## config.mk

```make
export PLATFORM = sky130hd
export DESIGN_NAME = ex_stage
export DESIGN_NICKNAME = d
export VERILOG_FILES = /design/src/rtl/mips_pkg.sv /design/src/rtl/ex_stage_multu.sv /design/src/rtl/ex_stage.sv
export SDC_FILE = /design/constraint.sdc
export NUM_CORES = 1
export LEC_CHECK = 0
export ABC_AREA = 1
export BUFFER_PORTS_ARGS = -buffer_cell sky130_fd_sc_hd__clkbuf_2
export CAP_MARGIN = 20
export CORE_MARGIN = 3
export CORE_UTILIZATION = 40
export CTS_CLUSTER_DIAMETER = 80
export DETAILED_ROUTE_END_ITERATION = 8
export PLACE_DENSITY_LB_ADDON = 0.3
export RECOVER_POWER = 50
export SLEW_MARGIN = 20
export SYNTH_ARGS = -nofsm -noshare
export SYNTH_HDL_FRONTEND = slang
export SYNTH_SLANG_ARGS = --single-unit
```

## constraint.sdc

```tcl
create_clock -name clock -period 11 [get_ports clock]
set_input_delay 2.75 -clock clock [delete_from_list [all_inputs] [get_ports clock]]
set_output_delay 2.75 -clock clock [all_outputs]
set_load 0.05 [all_outputs]
```

## src/rtl/mips_pkg.sv

```systemverilog
// Shared constants and types for the MIPS pipeline.
// Word/register widths, ALU op and funct encodings, multiplier states.
package mips_pkg;

    localparam int XLEN = 32;
    localparam int RLEN = 5;

    localparam logic [1:0] ALU_ADD   = 2'b00;
    localparam logic [1:0] ALU_SUB   = 2'b01;
    localparam logic [1:0] ALU_RTYPE = 2'b10;
    localparam logic [1:0] ALU_SLTI  = 2'b11;

    localparam logic [5:0] F_SLL   = 6'h00;
    localparam logic [5:0] F_SRL   = 6'h02;
    localparam logic [5:0] F_SRA   = 6'h03;
    localparam logic [5:0] F_MFHI  = 6'h10;
    localparam logic [5:0] F_MFLO  = 6'h12;
    localparam logic [5:0] F_MULTU = 6'h19;
    localparam logic [5:0] F_ADD   = 6'h20;
    localparam logic [5:0] F_ADDU  = 6'h21;
    localparam logic [5:0] F_SUB   = 6'h22;
    localparam logic [5:0] F_SUBU  = 6'h23;
    localparam logic [5:0] F_AND   = 6'h24;
    localparam logic [5:0] F_OR    = 6'h25;
    localparam logic [5:0] F_XOR   = 6'h26;
    localparam logic [5:0] F_NOR   = 6'h27;
    localparam logic [5:0] F_SLT   = 6'h2A;
    localparam logic [5:0] F_SLTU  = 6'h2B;

    typedef enum logic {
        ST_IDLE = 1'b0,
        ST_MUL  = 1'b1
    } mul_state_t;

    function automatic logic add_ovf(
        input logic [XLEN-1:0] a,
        input logic [XLEN-1:0] b,
        input logic [XLEN-1:0] s
    );
        return (a[XLEN-1] == b[XLEN-1]) && (s[XLEN-1] != a[XLEN-1]);
    endfunction

    function automatic logic sub_ovf(
        input logic [XLEN-1:0] a,
        input logic [XLEN-1:0] b,
        input logic [XLEN-1:0] d
    );
        return (a[XLEN-1] != b[XLEN-1]) && (d[XLEN-1] != a[XLEN-1]);
    endfunction

endpackage

```

## src/rtl/ex_stage_multu.sv

```systemverilog
// 32-iteration shift-add unsigned multiplier.
// product is the accumulator after the current iteration; valid when done.
module multu_seq
    import mips_pkg::*;
(
    input  logic              clock,
    input  logic              reset,
    input  logic              start,
    input  logic              abort,
    input  logic              hold,
    input  logic [XLEN-1:0]   a,
    input  logic [XLEN-1:0]   b,
    output logic              done,
    output logic              active,
    output logic [2*XLEN-1:0] product
);

    mul_state_t        state;
    logic [4:0]        count;
    logic [2*XLEN-1:0] acc;
    logic [2*XLEN-1:0] mcand;
    logic [XLEN-1:0]   mplier;
    logic [2*XLEN-1:0] acc_next;

    assign acc_next = acc + (mplier[0] ? mcand : '0);
    assign product  = acc_next;
    assign active   = (state == ST_MUL);
    assign done     = active && (count == 5'd31);

    always_ff @(posedge clock) begin
        if (reset) begin
            state  <= ST_IDLE;
            count  <= '0;
            acc    <= '0;
            mcand  <= '0;
            mplier <= '0;
        end else if (state == ST_IDLE) begin
            if (start) begin
                state  <= ST_MUL;
                count  <= '0;
                acc    <= '0;
                mcand  <= {{XLEN{1'b0}}, a};
                mplier <= b;
            end
        end else if (abort) begin
            state <= ST_IDLE;
        end else if (!hold) begin
            acc    <= acc_next;
            mcand  <= mcand << 1;
            mplier <= mplier >> 1;
            count  <= count + 5'd1;
            if (count == 5'd31) begin
                state <= ST_IDLE;
            end
        end
    end

endmodule

```

## src/rtl/ex_stage.sv

```systemverilog
// Execute stage: ALU, branch resolution, HI/LO with sequential multu,
// and the EX/MEM boundary registers.
module ex_stage
    import mips_pkg::*;
(
    input  logic            clock,
    input  logic            reset,
    input  logic            branch,
    input  logic            jump,
    input  logic            AluSrc,
    input  logic            MemRead,
    input  logic            MemWrite,
    input  logic            RegWrite,
    input  logic            RegDst,
    input  logic            MemtoReg,
    input  logic [1:0]      AluOp,
    input  logic [XLEN-1:0] npc,
    input  logic [XLEN-1:0] readdata1,
    input  logic [XLEN-1:0] readdata2,
    input  logic [XLEN-1:0] sigext,
    input  logic [RLEN-1:0] instruction_2015,
    input  logic [RLEN-1:0] instruction_1511,
    input  logic            flush,
    input  logic            hold,
    output logic            busy,
    output logic            branch_taken_out,
    output logic [XLEN-1:0] branch_target_out,
    output logic            jump_out,
    output logic            MemRead_out,
    output logic            MemWrite_out,
    output logic            RegWrite_out,
    output logic            MemtoReg_out,
    output logic [XLEN-1:0] alu_result_out,
    output logic            zero_out,
    output logic [XLEN-1:0] writedata_out,
    output logic [RLEN-1:0] writereg_out,
    output logic            overflow_out
);

    logic [5:0]        funct;
    logic [4:0]        shamt;
    logic [XLEN-1:0]   op_b;
    logic [XLEN-1:0]   sum;
    logic [XLEN-1:0]   diff;
    logic [XLEN-1:0]   alu_res;
    logic              alu_ovf;
    logic              bad_funct;
    logic              is_multu;
    logic              bubble;
    logic [XLEN-1:0]   hi;
    logic [XLEN-1:0]   lo;
    logic              mul_start;
    logic              mul_done;
    logic              mul_active;
    logic [2*XLEN-1:0] product;

    assign funct = sigext[5:0];
    assign shamt = sigext[10:6];
    assign op_b  = AluSrc ? sigext : readdata2;
    assign sum   = readdata1 + op_b;
    assign diff  = readdata1 - op_b;

    always_comb begin
        alu_res   = '0;
        alu_ovf   = 1'b0;
        bad_funct = 1'b0;
        unique case (AluOp)
            ALU_ADD: begin
                alu_res = sum;
                alu_ovf = add_ovf(readdata1, op_b, sum);
            end
            ALU_SUB: begin
                alu_res = diff;
                alu_ovf = sub_ovf(readdata1, op_b, diff);
            end
            ALU_SLTI: begin
                alu_res = {31'd0, $signed(readdata1) < $signed(op_b)};
            end
            ALU_RTYPE: begin
                unique case (funct)
                    F_ADD: begin
                        alu_res = sum;
                        alu_ovf = add_ovf(readdata1, op_b, sum);
                    end
                    F_SUB: begin
                        alu_res = diff;
                        alu_ovf = sub_ovf(readdata1, op_b, diff);
                    end
                    F_ADDU:  alu_res = sum;
                    F_SUBU:  alu_res = diff;
                    F_AND:   alu_res = readdata1 & op_b;
                    F_OR:    alu_res = readdata1 | op_b;
                    F_XOR:   alu_res = readdata1 ^ op_b;
                    F_NOR:   alu_res = ~(readdata1 | op_b);
                    F_SLT: begin
                        alu_res = {31'd0, $signed(readdata1) < $signed(op_b)};
                    end
                    F_SLTU:  alu_res = {31'd0, readdata1 < op_b};
                    F_SLL:   alu_res = readdata2 << shamt;
                    F_SRL:   alu_res = readdata2 >> shamt;
                    F_SRA:   alu_res = $unsigned($signed(readdata2) >>> shamt);
                    F_MFHI:  alu_res = hi;
                    F_MFLO:  alu_res = lo;
                    F_MULTU: alu_res = '0;
                    default: bad_funct = 1'b1;
                endcase
            end
        endcase
    end

    assign is_multu  = (AluOp == ALU_RTYPE) && (funct == F_MULTU);
    assign bubble    = mul_active || is_multu;
    assign mul_start = !mul_active && is_multu && !flush && !hold;
    assign busy      = (!mul_active && is_multu && !flush)
                     || (mul_active && !mul_done);

    multu_seq u_multu (
        .clock   (clock),
        .reset   (reset),
        .start   (mul_start),
        .abort   (flush),
        .hold    (hold),
        .a       (readdata1),
        .b       (readdata2),
        .done    (mul_done),
        .active  (mul_active),
        .product (product)
    );

    always_ff @(posedge clock) begin
        if (reset) begin
            hi <= '0;
            lo <= '0;
        end else if (mul_done && !flush && !hold) begin
            hi <= product[2*XLEN-1:XLEN];
            lo <= product[XLEN-1:0];
        end
    end

    // Flush beats hold; in-flight multiply cycles always drain as bubbles.
    always_ff @(posedge clock) begin
        if (reset || flush || (!hold && bubble)) begin
            branch_taken_out  <= 1'b0;
            branch_target_out <= '0;
            jump_out          <= 1'b0;
            MemRead_out       <= 1'b0;
            MemWrite_out      <= 1'b0;
            RegWrite_out      <= 1'b0;
            MemtoReg_out      <= 1'b0;
            alu_result_out    <= '0;
            zero_out          <= 1'b0;
            writedata_out     <= '0;
            writereg_out      <= '0;
            overflow_out      <= 1'b0;
        end else if (!hold) begin
            branch_taken_out  <= branch && (alu_res == '0);
            branch_target_out <= npc + {sigext[XLEN-3:0], 2'b00};
            jump_out          <= jump;
            MemRead_out       <= MemRead;
            MemWrite_out      <= MemWrite;
            RegWrite_out      <= RegWrite && !alu_ovf && !bad_funct;
            MemtoReg_out      <= MemtoReg;
            alu_result_out    <= alu_res;
            zero_out          <= (alu_res == '0);
            writedata_out     <= readdata2;
            writereg_out      <= RegDst ? instruction_1511 : instruction_2015;
            overflow_out      <= alu_ovf;
        end
    end

endmodule

```

==> flow_summary.yaml <==
power_and_ir_drop:
  power.density_nw_per_um2: 110
  pwr-share-clk: 0.383
  p_sw_mw: 1.31
  p_sw_frac: 0.365
  p_leak_nw: 15.7
  peakVddDrop_mv: 0.144
  seq_power_share: 0.350
  combPwrFrac: 0.267
  p_int_mw: 2.28
final_layout:
  final_nets: 5440
  design_area_sq_um: 32500
  final_cell_mix: "1,409 x nand2_1, 551 x inv_1, 525 x nand3_1"
  regArea_sq_um: 6790
  area_growth_pct: 10.3
  fillCellCount: 8097
  final_common_cell: "nand2_1"
  multi_input_area_sq_um: 19500
  final_layout_size_suffix_gt1_frac: 0.0644
clock_network:
  cts_setup_buffers: 0
  clkSinkCount: 339
  clk_pin_slew_ns: 0.06
  cts_resized: 0
  ctsHoldBuffers: 0
  cts.path.max_buffers: 3
  cts_tree: "yes"
  clkLatencyLatePin_ns: 0.61
  cts-htree-levels: 2
  cts-root-buf: "clkbuf_16"
  cts_made_buffers: 41
status:
  violations: "capacitance limit, slew limit"
  status: "complete, but fails checks"
route:
  dr.pass1.iters: 9
  ant_nets: 0
  drt-wirelength-per-cell_microns: 22.8
  drt_iter0_markers: 3977
  routed_wl_microns: 138000
  via_per_inst: 5.70
  vias: 34604
  drc_errors: 0
timing:
  maxSlewViolCount: 122
  fin_skew_ns: 0.0455
  fmax_mhz: 120
  slew_headroom: -1.09
  finalHoldViolCount: 0
  period_share: 0.756
  worstMarginPinSlew_ns: 3.13
  rsz0062_at_grt: "false"
  tns_ns: 0
  period_minus_slack_ns: 8.32
  setup_viol: 0
floorplan:
  die_area_sq_um: 76900
  die_w_microns: 277
  core_area_sq_um: 72200
  io-pin-count: 262
  initial_core_util: 0.408
  die_height_microns: 277
  fp-row-count: 98
worst_setup_path:
  crit_arrival_ns: 8.82
  worstPathRequired_ns: 11.50
  worstSetupEndpointType: "register"
  critPathKind: "in2reg"
  start_kind: "input port"
  worstPathMaxFanout: 55
place:
  port_buffers: 261
  hpwlAfterDp_microns: 110000
  dpl-instance-area_sq_um: 31300
  gp_congestion: 1.11
logic_synthesis:
  avgSynthCellArea_sq_um: 5.92
  ys_types: 55
  syn-num-nets: 5322
  synthCells: 4976
  synth_seq_cells: 339
  yosys_warnings: 0
  ys_seq_area_frac: 0.231
  syn_area_sq_um: 29400
global_route:
  grt_max_degree: 101
  antenna_found_initial: 5
  grt_pass1_vias: 31763
  overflow: 0
  track_usage: 0.342
  grt_pass1_wl_microns: 202000
job:
  cap_violations: 3
worst_hold_path:
  hold_path_class: "reg2reg"
==> critical path, stage by stage <==
cell	delay, ns
clkbuf_1	1.05
clkinvlp_2	2.08
nand2_1	0.64
nor2_4	0.06
buf_4	0.30
inv_1	1.01
buf_4	0.51
a21oi_1	0.12
o21ai_0	0.20
inv_1	0.05
==> cells in the mapped netlist (all sizes together) <==
library cell | number | area [sq um]
o21bai | 17 | 128
o2111ai | 2 | 17.5
o22ai | 13 | 81.3
a21oi | 467 | 2350
o221a | 1 | 11.3
dfxtp | 339 | 6790
nand3 | 538 | 2760
o31ai | 5 | 37.5
fa | 4 | 80.1
clkbuf | 136 | 514
or2 | 7 | 43.8
o21ai | 301 | 1520
nor3 | 35 | 191
o211a | 1 | 10.0
xor2 | 60 | 526
o211ai | 48 | 360
a221oi | 9 | 78.8
nand4 | 42 | 263
inv | 563 | 2110
xnor2 | 26 | 228
ha | 190 | 2380
o311ai | 1 | 8.76
nand3b | 6 | 45.0
a21o | 11 | 82.6
and2 | 10 | 62.6
buf | 92 | 507
nor2 | 489 | 1890
a21boi | 10 | 78.8
a22oi | 64 | 480
nor4 | 14 | 87.6
nand2 | 1420 | 5360
a31oi | 24 | 150
o221ai | 3 | 26.3
and3 | 4 | 25.0
o21a | 14 | 105
clkinv | 3 | 11.3
a211oi | 7 | 52.6
==> worst paths after layout <==
check                                    startpoint                                end  slack, ns  cells after the start
setup / recovery                               hold                hi[11]$_SDFFE_PP0P_       2.68                     10
hold / removal    branch_target_out[0]$_SDFFE_PP0N_  branch_target_out[0]$_SDFFE_PP0N_       0.46                      2
setup reg to reg     u_multu.mplier[0]$_SDFFE_PP0P_       u_multu.acc[44]$_SDFFE_PP0P_       6.65                     22
hold reg to reg   branch_target_out[0]$_SDFFE_PP0N_  branch_target_out[0]$_SDFFE_PP0N_       0.46                      2
==> logic make-up after synthesis <==
kind of cell / Yosys count / synth area share
DFF: 339 / 0.231
adders and majority gates: 194 / 0.0835
AOI/OAI and AO/OA: 998 / 0.190
buffers and inverters: 794 / 0.107
and+or+nand+nor: 2565 / 0.364
xor gates and xnor gates: 86 / 0.0256
==> flip-flops by register name (all words and copies together), names as in the netlist, 5 cells and up <==
name / cells
u_multu.mcand: 64
writereg_out: 5
hi: 32
u_multu.mplier: 32
writedata_out: 32
u_multu.count: 5
u_multu.acc: 64
lo: 32
alu_result_out: 32
branch_target_out: 32
==> final cells by class <==
class                           count  area share
Antenna cell                        1   0.0000771
Inverter                          566      0.0655
Sequential cell                   339       0.209
Tap cell                          950      0.0366
Multi-Input combinational cell   3843       0.601
Timing Repair Buffer              303      0.0458
Clock inverter                     17     0.00605
Clock buffer                       53      0.0354
==> metal layers <==
metal | GRT usage | vias to the layer above | part of all wire
met4 | 0.198 | 4 | 0.067
met2 | 0.532 | 1615 | 0.43
met5 | 0 | - | 0.00014
li1 | - | 16568 | -
met3 | 0.0668 | 302 | 0.086
met1 | 0.440 | 16115 | 0.42
==> stage by stage <==
| step | worst slack [ns] | hold WS (ns) | total power, mW | std cells | util |
|---|---|---|---|---|---|
| floorplan | 4.27 | 0.426 | 1.87 | 4976 | - |
| global placement | 3.40 | 0.439 | 2.21 | 6001 | 0.433 |
| detailed placement | 3.46 | 0.455 | 2.21 | 6001 | 0.433 |
| CTS | 3.43 | 0.464 | 3.59 | 6071 | 0.452 |
| global route | 2.25 | 0.479 | 3.73 | 6071 | 0.450 |
| finish | 2.68 | 0.464 | 3.59 | 6072 | 0.450 |
==> power groups by stage <==
stage          clock network [mW]  logic, mW  registers [mW]
5_1_grt                      1.45       1.03            1.26
2_1_floorplan                   0      0.534            1.34
6_report                     1.38      0.959            1.25
4_1_cts                      1.40      0.930            1.25
3_3_place_gp                    0      0.932            1.28
3_5_place_dp                    0      0.925            1.28
Power figures use the tool's default switching activity.
